**src/rtl/ahb_mtx_output_arbiter.sv**
```systemverilog
`default_nettype none
// ============================================================================
// Module   : ahb_mtx_output_arbiter
// Purpose  : Round-robin address-phase arbiter for one AHB matrix output
//            stage, with burst/lock hold and data-phase owner tracking.
// Revision : 1.0 - initial release
// ============================================================================
module ahb_mtx_output_arbiter #(
  parameter int NUM_PORTS = 4
) (
  input  logic                 HCLK,
  input  logic                 HRESET,
  input  logic [NUM_PORTS-1:0] req_in,
  input  logic [NUM_PORTS-1:0] burst_in,
  input  logic [NUM_PORTS-1:0] lock_in,
  input  logic                 HREADYM,
  output logic [NUM_PORTS-1:0] grant,
  output logic [2:0]           addr_in_port,
  output logic                 no_port,
  output logic [2:0]           data_in_port,
  output logic                 data_valid
);

  localparam logic [2:0] C_LAST_RST = 3'(NUM_PORTS - 1);

  logic [2:0] r_owner;
  logic       r_owner_vld;
  logic [2:0] r_last;
  logic [2:0] r_data_port;
  logic       r_data_vld;

  logic       w_hold;
  logic       w_found;
  logic [2:0] w_pick;

  // Hold flags of the current owner; the loop avoids a narrow-index select.
  always_comb begin
    w_hold = 1'b0;
    for (int i = 0; i < NUM_PORTS; i++) begin
      if (r_owner == 3'(i)) begin
        w_hold = r_owner_vld & (lock_in[i] | burst_in[i]);
      end
    end
  end

  // Round-robin search from last+1: lowest requester above last wins,
  // otherwise lowest requester at or below last (wrap-around).
  always_comb begin
    w_found = 1'b0;
    w_pick  = r_last;
    for (int i = NUM_PORTS - 1; i >= 0; i--) begin
      if (req_in[i] && (i <= int'(r_last))) begin
        w_found = 1'b1;
        w_pick  = 3'(i);
      end
    end
    for (int i = NUM_PORTS - 1; i >= 0; i--) begin
      if (req_in[i] && (i > int'(r_last))) begin
        w_found = 1'b1;
        w_pick  = 3'(i);
      end
    end
  end

  always_ff @(posedge HCLK or posedge HRESET) begin
    if (HRESET) begin
      r_owner     <= 3'd0;
      r_owner_vld <= 1'b0;
      r_last      <= C_LAST_RST;
      r_data_port <= 3'd0;
      r_data_vld  <= 1'b0;
    end else if (HREADYM) begin
      r_data_port <= r_owner;
      r_data_vld  <= r_owner_vld;
      if (!w_hold) begin
        if (w_found) begin
          r_owner     <= w_pick;
          r_owner_vld <= 1'b1;
          r_last      <= w_pick;
        end else begin
          r_owner_vld <= 1'b0;
        end
      end
    end
  end

  always_comb begin
    grant = '0;
    for (int i = 0; i < NUM_PORTS; i++) begin
      grant[i] = r_owner_vld && (r_owner == 3'(i));
    end
  end

  assign addr_in_port = r_owner;
  assign no_port      = ~r_owner_vld;
  assign data_in_port = r_data_port;
  assign data_valid   = r_data_vld;

endmodule
`default_nettype wire
```
**config.mk**
```make
export PLATFORM = sky130hd
export DESIGN_NAME = ahb_mtx_output_arbiter
export DESIGN_NICKNAME = d
export VERILOG_FILES = /design/src/rtl/ahb_mtx_output_arbiter.sv
export SDC_FILE = /design/constraint.sdc
export NUM_CORES = 1
export LEC_CHECK = 0
export CORE_AREA = 10 10 47 49
export CTS_BUF_LIST = sky130_fd_sc_hd__clkbuf_8
export DETAILED_ROUTE_END_ITERATION = 16
export DIE_AREA = 0 0 57 59
export HOLD_SLACK_MARGIN = 0.06
export PLACE_DENSITY = 0.82
export SYNTH_ARGS = -nofsm -noshare
export SYNTH_HDL_FRONTEND = slang
export SYNTH_SLANG_ARGS = --single-unit
export TNS_END_PERCENT = 30
```
**constraint.sdc**
```tcl
create_clock -name HCLK -period 2.9 [get_ports HCLK]
set_input_delay 0.58 -clock HCLK [delete_from_list [all_inputs] [get_ports HCLK]]
set_output_delay 0.58 -clock HCLK [all_outputs]
set_load 0.1 [all_outputs]
```
==> impl_metrics.ini <==
[global_routing]
grt_pass1_vias = 551
grt_first_pass_wirelength_um = 2440
grt_max_degree = 14
antenna_found_initial = 0
grt_remaining_overflow = 0
grt_use_total_pct = 8.93

[clock_tree]
cts_root_buf = clkbuf_8
clock_sinks = 8
path_clk_slew_ns = 0.04
cts_buffer_depth = 2
cts_resized = 0
ctsHoldBuffers = 0
cts_buffers = 3
htreeDepth = 1
tritoncts = yes
post_cts_buffers = 0
clock_latency_ns = 0.23

[critical_path]
path_max_fanout = 8
arrival_ns = 1.36
r2r-start = addr_in_port[0]
required_ns = 2.32
slowest_stage = dfrtp_1
critPathCaptureType = output pin
rrSetupSlack_ns = 1.21
r2r_end = addr_in_port[1]
critPathMaxStageDelay_ns = 0.48
critPathLaunch = r_owner_vld
critPathLaunchType = flip-flop
r2r_cells = 4
worstPathCellList = inv_1 > nor3_2 > buf_4
endpoint = grant[0]
critical_path_class = reg -> out

[run]
cap_violations = 0

[yosys]
synth-seq-cells = 8
yosysWarningCount = 0
ys_seq_area_share_pct = 36.2
synthesis.area_um2 = 559
synthArstFlopShare_pct = 100
syn_area_per_cell_um2 = 9.99
ys.flop_type = dfrtp_1
synth_cells = 56
ys_types = 32
synth_edf_count = 0

[floorplanning]
die_h_um = 59
core-area_um2 = 1400
initial_core_util_pct = 39.9
die_x_um = 57
io-pin-count = 27
die_area_um2 = 3360
row_count = 14

[sta]
setup_viol = 0
slew_violations = 0
period_share_pct = 67.0
skew_ns = 0.00305
slew_headroom_pct = 65.1
tightest_slew_ns = 0.518
clock.fmax_mhz = 514
layout_min_cycle_time_ns = 1.94
rsz0062_at_grt = false
hold_viol = 0
setup_ws_ns = 0.956

[route]
antenna_left = 0
wirelength_um = 1480
vias = 496
routed_via_density = 5.22
avgRoutedWirePerCell_um = 15.5
drtIter0Drc = 4
drt_drc_violations_left = 0
drt_first_pass_iters = 4

[cells_and_area]
most-common-layout-cells = clkdlybuf4s50_1, buf_4, dfrtp_1
final_cell_area_um2 = 813
drive_gt1_share_pct = 35.4
antenna_cells = 0
nFillCells = 140
fin_nets = 96
area_growth_pct = 45.4
layout_commonest_cell = clkdlybuf4s50_1

[placement]
post_dp_cell_area_um2 = 772
io_buffer_count = 24
routabilityCongestion = 0.777
pre_cts_slack_ns = 0.822
dp_hpwl_um = 1230

[worst_hold_path]
holdCritPathClass = reg -> reg

[outcome]
outcome = finished, final reports clean
==> registers in the layout, summed over array words and instances, names as in the netlist <==
name / count
addr_in_port: 2
data_in_port: 2
r_last: 2
data_valid: 1
r_owner_vld: 1
==> cell type report <==
cell class / count / area (um2) / area share, %
Clock buffer: 3 / 41.3 / 5.08
Inverter: 4 / 15.0 / 1.85
Multi-Input combinational cell: 40 / 319 / 39.2
Sequential cell: 8 / 203 / 24.9
Tap cell: 16 / 20.0 / 2.46
Timing Repair Buffer: 24 / 215 / 26.5
==> synthesized netlist by cell type, types with 2 or more instances <==
cell / n / share of area (%)
dfstp_2: 2 / 9.4
buf_2: 2 / 1.8
nor2_1: 4 / 2.7
nor4b_2: 2 / 5.4
nor2b_1: 2 / 2.2
nand2_1: 2 / 1.3
mux2_2: 3 / 6.0
a21oi_1: 3 / 2.7
a21o_1: 2 / 2.7
mux2i_1: 2 / 3.6
buf_4: 2 / 2.7
dfrtp_1: 6 / 27
nor3_1: 2 / 1.8
inv_1: 4 / 2.7
==> kinds of logic (layout without fill, tap and decap cells) <==
logic type | count (synthesis) | after routing | share of synthesized area [%]
other | 1 | 2 | 0.670
buffers and inverters | 9 | 31 | 9.17
DFF | 8 | 8 | 36.2
and+or+nand+nor | 21 | 21 | 27.3
muxes | 5 | 5 | 9.62
AOI/OAI and AO/OA | 12 | 12 | 17.0
==> critical path, delay by kind of cell, from the launching register on <==
kind,cells,cell delay [ns]
simple gates,1,0.18
flops,1,0.48
buf+inv,2,0.47
==> how the worst min path moves through the flow <==
stage / from / endpoint / slack [ns] / cells after the start
after floorplan: HRESET / addr_in_port[0] / 0.39 / 1
after global routing: data_valid / data_valid / 0.54 / 1
after detailed placement: data_in_port[1] / data_in_port[1] / 0.50 / 1
after global placement: data_valid / data_valid / 0.49 / 1
after CTS: data_in_port[1] / data_in_port[1] / 0.52 / 1
final: data_in_port[1] / data_in_port[1] / 0.51 / 1
==> metrics by stage <==
stage / cells / util, % / setup TNS (ns) / hold slack [ns]
after floorplan: 57 / - / -0.287 / 0.394
after global placement: 92 / 55.1 / 0 / 0.493
after detailed placement: 92 / 55.1 / 0 / 0.503
after CTS: 95 / 58.0 / 0 / 0.515
after global routing: 95 / 58.0 / 0 / 0.542
final: 95 / 58.0 / 0 / 0.512
==> layer usage <==
| layer | global-route usage [%] | vias up | wire [um] |
|---|---|---|---|
| met3 | 3.43 | 2 | 94 |
| met5 | 0 | - | 0 |
| met2 | 16.6 | 13 | 785 |
| met1 | 8.86 | 233 | 581 |
| li1 | - | 248 | - |
| met4 | 3.02 | 0 | 13 |
Power is left out: the tool's default activity adds up to more than one toggle a clock period on the data nets, which glitch-free logic cannot reach.
